**config.mk**
```make
export PLATFORM = sky130hd
export DESIGN_NAME = timer_irq
export DESIGN_NICKNAME = d
export VERILOG_FILES = /design/src/rtl/timer_pkg.sv /design/src/rtl/timer_irq.sv
export SDC_FILE = /design/constraint.sdc
export NUM_CORES = 1
export LEC_CHECK = 0
export ABC_AREA = 0
export CAP_MARGIN = 0
export CORE_MARGIN = 1
export CORE_UTILIZATION = 54
export DETAILED_ROUTE_END_ITERATION = 10
export GPL_TIMING_DRIVEN = 0
export MAX_ROUTING_LAYER = met4
export PLACE_DENSITY = 0.83
export SLEW_MARGIN = 20
export SYNTH_ARGS = -nofsm -noshare
export SYNTH_HDL_FRONTEND = slang
export SYNTH_SLANG_ARGS = --single-unit
```
**constraint.sdc**
```tcl
create_clock -name clk -period 2.6 [get_ports clk]
set_input_delay 0.39 -clock clk [delete_from_list [all_inputs] [get_ports clk]]
set_output_delay 0.39 -clock clk [all_outputs]
set_load 0.05 [all_outputs]
```
**src/rtl/timer_pkg.sv**
```systemverilog
// Shared types and constants for the countdown timer peripheral.
// Register offsets, CTRL bit positions, modes and FSM states.
package timer_pkg;

  typedef enum logic [1:0] {
    IDLE,
    LOAD,
    CNT,
    INT
  } state_t;

  localparam logic [1:0] CTRL_OFF   = 2'd0;
  localparam logic [1:0] PRESET_OFF = 2'd1;
  localparam logic [1:0] COUNT_OFF  = 2'd2;

  localparam int EN      = 0;
  localparam int MODE_LO = 1;
  localparam int MODE_HI = 2;
  localparam int IM      = 3;

  localparam logic [1:0] MODE_ONESHOT = 2'b00;
  localparam logic [1:0] MODE_RELOAD  = 2'b01;

endpackage

```
**src/rtl/timer_irq.sv**
```systemverilog
// Memory-mapped countdown timer with one-shot (held irq)
// and auto-reload (one-cycle irq pulse) modes.
module timer_irq
  import timer_pkg::*;
#(
  parameter int WIDTH = 32
) (
  input  logic        clk,
  input  logic        reset,
  input  logic [1:0]  addr,
  input  logic        we,
  input  logic [31:0] wdata,
  output logic [31:0] rdata,
  output logic        irq
);

  logic             ctrl_we;
  logic             preset_we;
  logic             en;
  logic             im;
  logic [1:0]       mode;
  logic             reload;
  logic [WIDTH-1:0] preset;
  logic [WIDTH-1:0] count;
  logic [WIDTH-1:0] count_nxt;
  state_t           state;
  state_t           state_nxt;
  logic             irq_flag;
  logic             flag_set;
  logic             en_clr;

  // Register file and write decode
  assign ctrl_we   = we && (addr == CTRL_OFF);
  assign preset_we = we && (addr == PRESET_OFF);
  assign reload    = (mode == MODE_RELOAD);

  always_ff @(posedge clk or negedge reset) begin
    if (!reset) begin
      en   <= 1'b0;
      mode <= MODE_ONESHOT;
      im   <= 1'b0;
    end else if (ctrl_we) begin
      en   <= wdata[EN];
      mode <= wdata[MODE_HI:MODE_LO];
      im   <= wdata[IM];
    end else if (en_clr) begin
      en <= 1'b0;
    end
  end

  always_ff @(posedge clk or negedge reset) begin
    if (!reset) begin
      preset <= '0;
    end else if (preset_we) begin
      preset <= wdata[WIDTH-1:0];
    end
  end

  // FSM with the counter; it sees pre-write CTRL/PRESET
  always_comb begin
    state_nxt = state;
    count_nxt = count;
    flag_set  = 1'b0;
    en_clr    = 1'b0;
    unique case (state)
      IDLE: begin
        if (en) state_nxt = LOAD;
      end
      LOAD: begin
        count_nxt = preset;
        state_nxt = CNT;
      end
      CNT: begin
        if (!en) begin
          state_nxt = IDLE;
        end else if (count > WIDTH'(1)) begin
          count_nxt = count - WIDTH'(1);
        end else begin
          count_nxt = '0;
          state_nxt = INT;
        end
      end
      INT: begin
        flag_set  = 1'b1;
        en_clr    = !reload;
        state_nxt = IDLE;
      end
    endcase
    if (ctrl_we && !wdata[EN]) state_nxt = IDLE;
  end

  always_ff @(posedge clk or negedge reset) begin
    if (!reset) begin
      state <= IDLE;
      count <= '0;
    end else begin
      state <= state_nxt;
      count <= count_nxt;
    end
  end

  // A CTRL write beats a same-cycle set
  always_ff @(posedge clk or negedge reset) begin
    if (!reset) begin
      irq_flag <= 1'b0;
    end else if (ctrl_we) begin
      irq_flag <= 1'b0;
    end else if (flag_set) begin
      irq_flag <= 1'b1;
    end else if (reload) begin
      irq_flag <= 1'b0;
    end
  end

  // Read mux and irq
  always_comb begin
    rdata = '0;
    unique case (addr)
      CTRL_OFF:   rdata[3:0] = {im, mode, en};
      PRESET_OFF: rdata = 32'(preset);
      COUNT_OFF:  rdata = 32'(count);
      default:    rdata = '0;
    endcase
  end

  assign irq = irq_flag & im;

endmodule

```
## Word level (Yosys, flattened, before mapping)

Index checks and enable logic that the tools add are counted.

- Register bits after elaboration: 71

- Bitwise logic cells: 1
- $lt $le $gt $ge: 1
- Eq/ne operators: 9
- Reductions and logical operators: 12
- Add/sub/neg operators: 1
- Multiplexer cells: 17

Operators with widths:

| cell | count |
|---|---|
| $mux W32 | 2 |
| $pmux W32 S2 | 1 |
| $pmux W28 S2 | 1 |
| $gt A32 B1 Y1 const B | 1 |
| $sub A32 B1 Y32 const B | 1 |
| $pmux W4 S3 | 1 |
| $mux W2 | 4 |
| $pmux W2 S4 | 1 |
| $mux W1 | 7 |
| $eq A2 B1 Y1 const B | 3 |
| $eq A2 B2 Y1 const B | 3 |
| $logic_not A2 Y1 | 2 |
| $ne A4 B4 Y1 const B | 1 |
| $reduce_and A2 Y1 | 2 |
| $reduce_bool A2 Y1 | 2 |
| $logic_and A1 B1 Y1 | 3 |
| $ne A3 B3 Y1 const B | 1 |
| $reduce_bool A3 Y1 | 1 |
| $logic_not A1 Y1 | 2 |
| $ne A2 B2 Y1 const B | 1 |
| $and A1 B1 Y1 | 1 |

## Depth between registers and ports, before layout

Gate-level depths: netlist of the first run.

- Depth in word-level cells: 5
- Gate-level depth with buffers: 8
- Gate-level depth less buffers: 7

## Worst setup path before layout of the first run

OpenSTA, ideal clock, no wires.

- Path type: reg-to-reg
- Start: register count[15]
- End: register count[25]
- Path slack: 0.210 ns
- Buffers on the path: 2
- Data required time: 2.531 ns
- Arrival: 2.321 ns
- Stages on the path, launching flop included: 8
- Cell sequence: dfrtp_1 buf_6 or4_4 or2_1 buf_6 or4b_4 or4_1 nand3_1

- Cells in the longest elaborated chain, start to end: 4

RTL lines:

| item | line | text |
|---|---|---|
| start: declaration | timer_irq.sv:24 | `logic [WIDTH-1:0] count;` |
| start signal: assignment | timer_irq.sv:98 | `count <= count_nxt;` |
| $sub A32 B1 Y32 / $gt A32 B1 Y1 (equally long branches) | timer_irq.sv:77, timer_irq.sv:76 |  |
| $mux W32 * | timer_irq.sv:76 | `end else if (count > WIDTH'(1)) begin` |
| $mux W32 * | timer_irq.sv:74 | `if (!en) begin` |
| $pmux W32 S2 * | timer_irq.sv:65 | `unique case (state)` |

Mark *: on every way between the ends. The rest lies on a longest branch, timed or not. The select of a mux whose other input is x is not followed.
A chain may end at the register's enable or synchronous reset.

## Worst setup path after layout of the first run

- Start: input addr[1]
- End: output rdata[10]

- Cells in the longest elaborated chain, start to end: 2

RTL lines:

| item | line | text |
|---|---|---|
| start: declaration | timer_irq.sv:10 | `input logic [1:0] addr,` |
| $eq A2 B2 Y1 / $eq A2 B1 Y1 (equally long branches) | timer_irq.sv:118 | `unique case (addr)` |
| $pmux W28 S2 * | timer_irq.sv:118 |  |
| end: declaration | timer_irq.sv:13 | `output logic [31:0] rdata,` |

Mark *: on every way between the ends. The rest lies on a longest branch, timed or not.

==> flow_summary.json, run 1 <==
{
  "muxShareOfSynthArea_pct": 9.56,
  "io_pins": 70,
  "io_buffer_count": 69,
  "wirelength_mm": 13.5,
  "vdd_drop_max_v": 0.000599,
  "period_needed_ns": 2.56,
  "synth-simple-area-share_pct": 21.0,
  "synthCells": 438,
  "clk_pin_slew_ns": 0.08,
  "max_cap_violations": 0,
  "num_vias": 4150,
  "rows": 31,
  "r2r_cells": 7,
  "max_slew_margin_pct": 51.7,
  "worstSetupStartpoint": "addr[1]",
  "crit_chain": "clkdlybuf4s50_1, inv_1, ha_4, clkbuf_4, nor2b_1, clkdlybuf4s15_2",
  "vias_per_cell": 6.57,
  "ys.flop_type": "dfrtp_1",
  "synth_compound_area_share_pct": 21.4,
  "cpLargestDelayFamily": "buffers and inverters",
  "synthArstFlopShare_pct": 100,
  "ys_types": 55,
  "rrSetupSlack_ns": 0.07,
  "grt_use_total_pct": 34.7,
  "drtIter0Drc": 347,
  "drc": 0,
  "synth_top_area_cell": "dfrtp_1",
  "avgSynthCellArea_sq_um": 9.68,
  "post-route-period-util_pct": 98.6,
  "p_leak_nw": 2.18,
  "tritoncts": "done",
  "clock_path_buffers": 2,
  "worst_skew_pair.late_latency_ns": 0.36,
  "cp_max_fo": 10,
  "core_sq_um": 7410,
  "tns_ns": 0,
  "crit_required_ns": 2.21,
  "ys_ff_latch": 71,
  "grt_max_degree": 41,
  "drv_slew": 0,
  "hold_class": "in -> async",
  "die_x_um": 90.6,
  "antenna_found_initial": 0,
  "finalSetupViolations": 0,
  "layout.nets": 572,
  "fmax_mhz": 390,
  "powerDensity_nw_per_um2": 1010,
  "hold_violations": 0,
  "cts_sinks": 71,
  "dieArea_sq_um": 8210,
  "first_pass_iters": 7,
  "synth_xor_area_share_pct": 0,
  "yosys_warnings": 0,
  "worst_slew_pin_slew_ns": 0.724,
  "htree_levels": 3,
  "synth_top_cell_area_share_pct": 41.9,
  "root_buffer": "clkbuf_8",
  "hpwl_mm": 9.04,
  "synth_edf_count": 0,
  "status": "finished clean",
  "reg2reg_from": "count[2]",
  "diodes": 0,
  "cp-end-kind": "primary output",
  "cts_buffers": 9,
  "ys_seq_area_share_pct": 41.9,
  "grt_overflow": 0,
  "drive_gt1_share_pct": 26.1,
  "syn_nets": 481,
  "gp_congestion": 0.945,
  "grt_pass1_vias": 4121,
  "antenna_left": 0,
  "grt_pass1_wl_mm": 21.1,
  "slowest_stage": "clkdlybuf4s50_1",
  "synth_area_leaders": "dfrtp_1, mux2_2, a22oi_1",
  "num-fill-cells": 561,
  "cp_data_arrival_time_ns": 2.17,
  "syn_area_sq_um": 4240,
  "path_class": "in -> out",
  "area.growth.synth_to_final_pct": 27.3,
  "initial_core_util_pct": 57.3,
  "synth_adder_area_share_pct": 1.77,
  "hold_ws_ns": 0.511,
  "crit_buf_inv": 4,
  "r2r-end": "count[25]",
  "die_y_um": 90.6,
  "cp-endpoint": "rdata[10]",
  "synth_top_family_by_area": "compound AO/OA/AOI/OAI gates",
  "skew_ns": 0.00919,
  "power_w": 0.00545,
  "slowest_delay_ns": 0.53,
  "cp-start-kind": "input pin",
  "cp_num_cells": 6,
  "wl_per_cell_um": 21.3
}
## kinds of logic (layout without fill, tap and decap cells)
logic type	count (synthesis)	in the layout
flip-flops	71	71
AO/OA/AOI/OAI	124	124
multiplexers	36	36
AND/OR/NAND/NOR	160	160
adder cells (fa/ha/maj)	6	6
buffers and inverters	41	136
## layout by cell type (no fill, tap or decap), types with 3 or more instances in the layout
cell type / instances
nor3_1: 11
a22o_1: 8
and2_1: 5
o21ai_0: 28
a222oi_1: 4
buf_2: 25
clkdlybuf4s15_2: 6
clkbuf_8: 11
nand3_1: 7
or2_2: 3
o211ai_1: 3
nor2_1: 23
clkbuf_1: 9
mux2_2: 36
ha_2: 3
inv_1: 7
clkdlybuf4s50_1: 36
a21oi_1: 8
nand4_1: 3
a32oi_1: 4
a221o_1: 4
or3_1: 5
a21o_1: 5
nor4_4: 3
clkbuf_4: 7
a211o_1: 3
nor2b_1: 31
buf_1: 3
a22oi_1: 30
or4_1: 6
o31ai_1: 11
nand2b_1: 4
nand2_1: 31
buf_6: 3
buf_4: 16
nor4_1: 13
clkbuf_2: 3
dfrtp_1: 70
## synthesized netlist by cell type (4+ instances only)
library cell	instances
a21o_1	5
a21oi_1	9
a221o_1	4
a222oi_1	4
a22o_1	8
a22oi_1	30
a32oi_1	4
and2_1	5
buf_2	5
clkbuf_1	22
dfrtp_1	71
ha_1	6
inv_1	7
mux2_2	36
nand2_1	31
nand2b_1	4
nand3_1	9
nor2_1	23
nor2b_1	31
nor3_1	11
nor4_1	14
o21ai_0	28
o31ai_1	11
or3_1	5
or4_1	6
## how the worst min path moves through the flow
stage               from    endpoint  cells after the start
2_1_floorplan      reset    count[0]                      0
3_3_place_gp   preset[6]   preset[6]                      1
3_5_place_dp       reset  preset[28]                      1
4_1_cts            reset  preset[28]                      2
5_1_grt            reset  preset[28]                      2
6_report           reset  preset[28]                      2
## stage by stage
step           worst slack (ns)  area, sq um  utilization, %  cells
6_report                 0.0375         5400            72.9    632
5_1_grt                 -0.0130         5400            72.9    632
4_1_cts                 0.00334         5410            73.0    630
3_5_place_dp             -0.899         5070            68.5    607
3_3_place_gp              -1.31         5060            68.2    606
2_1_floorplan             0.210         4240               -    438
## worst register-to-register path: cells and delay by family, from the launching register on
family,cells,cell delay [ns]
buffers and inverters,2,0.33
flip-flops,1,0.38
AND/OR/NAND/NOR,5,1.74
## sequential cells by signal, summed over array words and instances (netlist names)
register and flops:
count 32, preset 32, mode 2, state 2, en 1, im 1
irq_flag 1
## layer usage
| metal | GRT usage, % | routed length [um] |
|---|---|---|
| met3 | 6.90 | 1240 |
| met2 | 56.2 | 6510 |
| met1 | 41.7 | 5330 |
| met5 | - | 0 |
| met4 | 15.9 | 383 |
## report_power, final
group	total, W	internal, W	switching, W
clock	0.000913	0.000464	0.000449
sequential	0.00196	0.00148	0.000487
combinational	0.00257	0.00103	0.00154
total	0.00545	0.00297	0.00248
## area by class of cell
type	count	area [sq um]	share of cell area [%]
inverters	7	26.3	0.487
multi-input cells	326	2380	44.2
flip-flops and latches	71	1780	32.9
well taps	99	124	2.29
repair buffers	82	693	12.8
clock buffers	10	138	2.55
clock inverters	5	58.8	1.09
plain buffers	32	198	3.66
## repair_timing
action | in CTS | in global routing
hold endpoints to repair | 31 | 0
hold buffers | 1 | 0
buffers inserted | 8 | 3
gates resized for setup | 146 | 38
pin swaps | 3 | 4
endpoints found under the setup margin | 63 | 55
No activity file was read; power rests on OpenSTA's default activity.
==> run 2: changes to the inputs <==
--- a/config.mk
+++ b/config.mk
@@ -7,12 +7,14 @@
 export LEC_CHECK = 0
 export ABC_AREA = 0
 export CAP_MARGIN = 0
+export CORE_ASPECT_RATIO = 0.6
 export CORE_MARGIN = 1
 export CORE_UTILIZATION = 54
 export DETAILED_ROUTE_END_ITERATION = 10
 export GPL_TIMING_DRIVEN = 0
 export MAX_ROUTING_LAYER = met4
 export PLACE_DENSITY = 0.83
+export RECOVER_POWER = 100
 export SLEW_MARGIN = 20
 export SYNTH_ARGS = -nofsm -noshare
 export SYNTH_HDL_FRONTEND = slang
==> run 2 against run 1 <==
Effect of this change: the flow now finishes with violations (max-capacitance violations, max-slew violations); flip-flop and latch count is the same; worst hold slack gained 0.019 ns; register-to-register slack lost 0.03 ns; first-iteration DRC count grew 49%; largest cell class unchanged; highest routed layer unchanged.
==> flow_summary.json, run 2 (synthesis results as in run 1) <==
{
  "wl_per_cell_um": 21.6,
  "crit_required_ns": 2.87,
  "area.growth.synth_to_final_pct": 30.7,
  "layout.nets": 573,
  "antenna_found_initial": 0,
  "post-route-period-util_pct": 98.6,
  "cts_sinks": 71,
  "cts_buffers": 9,
  "grt_use_total_pct": 36.4,
  "powerDensity_nw_per_um2": 1070,
  "status": "finished with violations",
  "hold_class": "reg -> reg",
  "layout_commonest_cell": "dfrtp_1",
  "die_y_um": 70.7,
  "skew_ns": 0.00683,
  "dieArea_sq_um": 8220,
  "io_pins": 70,
  "violations": "max-capacitance violations, max-slew violations",
  "hold_ws_ns": 0.530,
  "tns_ns": 0,
  "reg2reg_from": "count[15]",
  "vdd_drop_max_v": 0.000574,
  "drc": 0,
  "rrSetupSlack_ns": 0.04,
  "path_class": "reg -> reg",
  "period_needed_ns": 2.56,
  "power_w": 0.00594,
  "finalSetupViolations": 0,
  "hold_depth": 1,
  "tritoncts": "done",
  "num_vias": 4125,
  "antenna_left": 0,
  "p_leak_nw": 2.24,
  "met2_usage_pct": 51.9,
  "die_x_um": 116,
  "num-fill-cells": 561,
  "r2r-end": "count[29]",
  "met3_usage_pct": 12.4,
  "cp_data_arrival_time_ns": 2.83,
  "core_sq_um": 7420,
  "max_cap_violations": 1,
  "grt_pass1_vias": 3972,
  "worstSetupStartpoint": "count[15]",
  "io_buffer_count": 69,
  "cp-start-kind": "register",
  "clk_pin_slew_ns": 0.06,
  "drv_slew": 28,
  "worst_slew_pin_slew_ns": 1.63,
  "cp_max_fo": 9,
  "drtIter0Drc": 516,
  "clock_path_buffers": 2,
  "htree_levels": 3,
  "hpwl_mm": 9.42,
  "cp-end-kind": "register",
  "whs_endpoint": "preset[6]",
  "finalCoreUtilization_pct": 74.7,
  "top_regs": "count (32), preset (32)",
  "rows": 24,
  "worst_skew_pair.late_latency_ns": 0.34,
  "vias_per_cell": 6.46,
  "grt_overflow": 0,
  "final_cell_mix": "dfrtp_1, mux2_2, clkdlybuf4s50_1, nor2b_1, nand2_1",
  "root_buffer": "clkbuf_16",
  "hold_violations": 0,
  "grt_max_degree": 45,
  "initial_core_util_pct": 57.2,
  "first_pass_iters": 6,
  "fmax_mhz": 390,
  "min_from": "preset[6]",
  "diodes": 0,
  "grt_pass1_wl_mm": 21.3,
  "top_usage_layer": "met2",
  "r2r_cells": 8,
  "rsz0062_at_grt": "true",
  "grt_use_met1_pct": 47.5,
  "gp_congestion": 0.914,
  "wirelength_mm": 13.8,
  "max_slew_margin_pct": -8.88,
  "drive_gt1_share_pct": 26.2
}
## run 2: cell type report
class	instances	area [sq um]	share of cell area (%)
Multi-Input combinational cell	326	2380	42.9
Sequential cell	71	1780	32.1
Timing Repair Buffer	82	698	12.6
Clock buffer	11	253	4.56
Buffer	33	200	3.61
Tap cell	104	130	2.35
Clock inverter	5	80.1	1.44
Inverter	7	26.3	0.474
## run 2: worst max path at each step
stage	to	slack, ns
after floorplan	count[25]	0.21
after global placement	preset[2]	-1.34
after detailed placement	rdata[30]	-0.86
after CTS	rdata[11]	0.0003
after global routing	rdata[9]	-0.04
final	count[29]	0.04
## run 2: through the flow
step / cells / cell area (sq um) / worst slack (ns)
detailed placement: 612 / 5090 / -0.859
CTS: 634 / 5440 / 0.000264
floorplan: 438 / 4240 / 0.210
finish: 639 / 5540 / 0.0372
global route: 639 / 5540 / -0.0350
global placement: 611 / 5060 / -1.34
## run 2: power by group
group          switching [W]  internal [W]  total (W)  leakage, nW
Combinational        0.00158       0.00103    0.00262         1.23
Clock               0.000479      0.000890    0.00137        0.158
Sequential          0.000479       0.00148    0.00196        0.860
Total                0.00254       0.00340    0.00594         2.24
## run 2: timing repair
item | 4_1_cts | 5_1_grt
setup endpoints to repair | 63 | 51
pin swaps | 4 | 5
endpoints found under the hold margin | 27 | 0
setup buffers | 6 | 5
hold buffers | 1 | 0
gates resized for setup | 172 | 37
## run 2: routing by layer
metal  wire length [um]  part of all wire (%)
met1               5740                    42
met4                350                   2.5
met2               6040                    44
met5                  0                     0
met3               1660                    12
## run 2: critical path, stage by stage (launching register included)
cell and delay (ns):
dfrtp_1 0.38, buf_6 0.14, or4_4 0.52, or2_1 0.23
buf_6 0.14, or3_1 0.35, clkbuf_2 0.18, or4_1 0.44
nand3_1 0.10
==> run 3: changes to the inputs <==
--- a/config.mk
+++ b/config.mk
@@ -9,11 +9,11 @@
 export CAP_MARGIN = 0
 export CORE_ASPECT_RATIO = 0.6
 export CORE_MARGIN = 1
-export CORE_UTILIZATION = 54
+export CORE_UTILIZATION = 58
 export DETAILED_ROUTE_END_ITERATION = 10
 export GPL_TIMING_DRIVEN = 0
 export MAX_ROUTING_LAYER = met4
-export PLACE_DENSITY = 0.83
+export PLACE_DENSITY = 0.88
 export RECOVER_POWER = 100
 export SLEW_MARGIN = 20
 export SYNTH_ARGS = -nofsm -noshare
==> constraint.sdc (replaced) <==
create_clock -name clk -period 3.1 [get_ports clk]
set_input_delay 0.465 -clock clk [delete_from_list [all_inputs] [get_ports clk]]
set_output_delay 0.465 -clock clk [all_outputs]
set_load 0.05 [all_outputs]
==> run 3 against run 2 <==
Effect of this change: non-clock buffer count fell by 11; global-route usage up 1.5 points; largest power group unchanged; critical path depth is the same; combinational power decreased by 22%; total power shrank 19%; first-iteration DRC count up 1.4%; wire length shrank 2.9%; sequential power decreased by 17%; the flow now finishes without violations.
==> flow_summary.json, run 3 (synthesis results as in run 1) <==
{
  "wl_per_cell_um": 21.9,
  "crit_chain": "clkdlybuf4s50_1, inv_1, ha_1, clkbuf_1, clkbuf_2, a22oi_1, nor2b_1, clkdlybuf4s15_1",
  "dieArea_sq_um": 7670,
  "layout_commonest_cell": "dfrtp_1",
  "finalSetupViolations": 0,
  "drive_gt1_share_pct": 21.9,
  "hold_violations": 0,
  "die_y_um": 68.2,
  "grt_max_degree": 51,
  "io_buffer_count": 69,
  "hpwl_mm": 9.19,
  "cpLargestDelayFamily": "buffers and inverters",
  "rrSetupSlack_ns": 0.07,
  "r2r-end": "count[24]",
  "powerDensity_nw_per_um2": 914,
  "hold_ws_ns": 0.323,
  "crit_buf_inv": 5,
  "grt_pass1_wl_mm": 20.9,
  "p_leak_nw": 2.15,
  "path_class": "in -> out",
  "grt_pass1_vias": 3990,
  "die_x_um": 112,
  "hold_class": "in -> async",
  "clock_path_buffers": 2,
  "worst_slew_pin_slew_ns": 1.29,
  "cts_hold_buf": 0,
  "antenna_left": 0,
  "io_pins": 70,
  "vias_per_cell": 6.70,
  "cp_data_arrival_time_ns": 2.57,
  "drtIter0Drc": 523,
  "antenna_found_initial": 0,
  "drv_slew": 0,
  "first_pass_iters": 7,
  "met1_length_mm": 5.62,
  "crit_required_ns": 2.63,
  "htree_levels": 3,
  "vdd_drop_max_v": 0.000588,
  "area.growth.synth_to_final_pct": 23.9,
  "met2WireLength_mm": 5.83,
  "skew_ns": 0.00595,
  "drc": 0,
  "clk_pin_slew_ns": 0.06,
  "grt_use_total_pct": 37.9,
  "post-route-period-util_pct": 97.9,
  "r2r_cells": 7,
  "max_cap_violations": 0,
  "max_slew_margin_pct": 14.2,
  "status": "finished clean",
  "grt_overflow": 0,
  "wl_met3_mm": 1.59,
  "gp_congestion": 0.922,
  "slowest_delay_ns": 0.50,
  "period_needed_ns": 3.03,
  "reg2reg_from": "count[20]",
  "top_layer_used": "met4",
  "placed_cell_area_sq_um": 5070,
  "rows": 23,
  "top_regs": "count (32), preset (32)",
  "num-fill-cells": 504,
  "layout.nets": 562,
  "initial_core_util_pct": 61.7,
  "fin_area_sq_um": 5250,
  "wirelength_mm": 13.4,
  "cp-start-kind": "input pin",
  "fmax_mhz": 329,
  "tritoncts": "done",
  "cts_sinks": 71,
  "cp-end-kind": "primary output",
  "slowest_stage": "clkdlybuf4s15_1",
  "core_sq_um": 6880,
  "final_cell_mix": "dfrtp_1, clkbuf_2, mux2_2, clkdlybuf4s50_1",
  "cp_num_cells": 8,
  "worst_skew_pair.late_latency_ns": 0.34,
  "diodes": 0,
  "num_vias": 4095,
  "root_buffer": "clkbuf_16",
  "cts_buffers": 9,
  "cp_max_fo": 10,
  "post_cts_buffers": 0
}
## run 3: final cells by class
class	instances	area, sq um	share of cell area, %
clock buffers	11	243	4.62
repair buffers	70	538	10.2
clock inverters	5	81.3	1.55
inverters	7	26.3	0.500
plain buffers	34	171	3.26
well taps	87	109	2.07
multi-input cells	326	2310	43.9
flip-flops and latches	71	1780	33.8
## run 3: worst max path at each step
| stage | start | end | slack (ns) |
|---|---|---|---|
| final | addr[1] | rdata[31] | 0.07 |
| after global routing | addr[1] | rdata[31] | -0.03 |
| after CTS | addr[0] | rdata[8] | -0.03 |
| after detailed placement | addr[1] | rdata[8] | -0.49 |
| after global placement | reset | preset[11] | -0.86 |
| after floorplan | count[15] | count[25] | 0.71 |
## run 3: repair_timing
item,4_1_cts,5_1_grt
endpoints found under the setup margin,34,53
cloned,0,0
resized for setup,45,60
## run 3: routing by layer
| metal | up-vias | track usage [%] |
|---|---|---|
| met3 | 42 | 15.9 |
| met1 | 1958 | 45.8 |
| met5 | - | - |
| met2 | 280 | 56.9 |
| met4 | 0 | 15.2 |
| li1 | 1815 | - |
## run 3: per-stage QoR
| stage | TNS (ns) | total power [W] | setup slack [ns] | utilization, % | std cells |
|---|---|---|---|---|---|
| 3_3_place_gp | -71.15 | 0.00353 | -0.858 | 73.3 | 594 |
| 5_1_grt | -0.0406 | 0.00501 | -0.0263 | 76.4 | 611 |
| 3_5_place_dp | -12.74 | 0.00359 | -0.490 | 73.7 | 595 |
| 6_report | 0 | 0.00480 | 0.0651 | 76.4 | 611 |
| 2_1_floorplan | 0 | 0.00293 | 0.710 | - | 438 |
| 4_1_cts | -0.0264 | 0.00471 | -0.0264 | 78.2 | 611 |
## run 3: worst register-to-register path, delay by kind of cell (launching register included)
family / cells / cell delay, ns
simple gates: 2 / 0.95
flops: 1 / 0.35
compound gates: 3 / 1.09
buf+inv: 2 / 0.52
## run 3: power breakdown
| group | switching (W) | internal (W) | total, W | leakage, nW |
|---|---|---|---|---|
| clock | 0.000404 | 0.000726 | 0.00113 | 0.156 |
| sequential | 0.000382 | 0.00124 | 0.00162 | 0.862 |
| combinational | 0.00127 | 0.000776 | 0.00205 | 1.13 |
| total | 0.00206 | 0.00274 | 0.00480 | 2.15 |
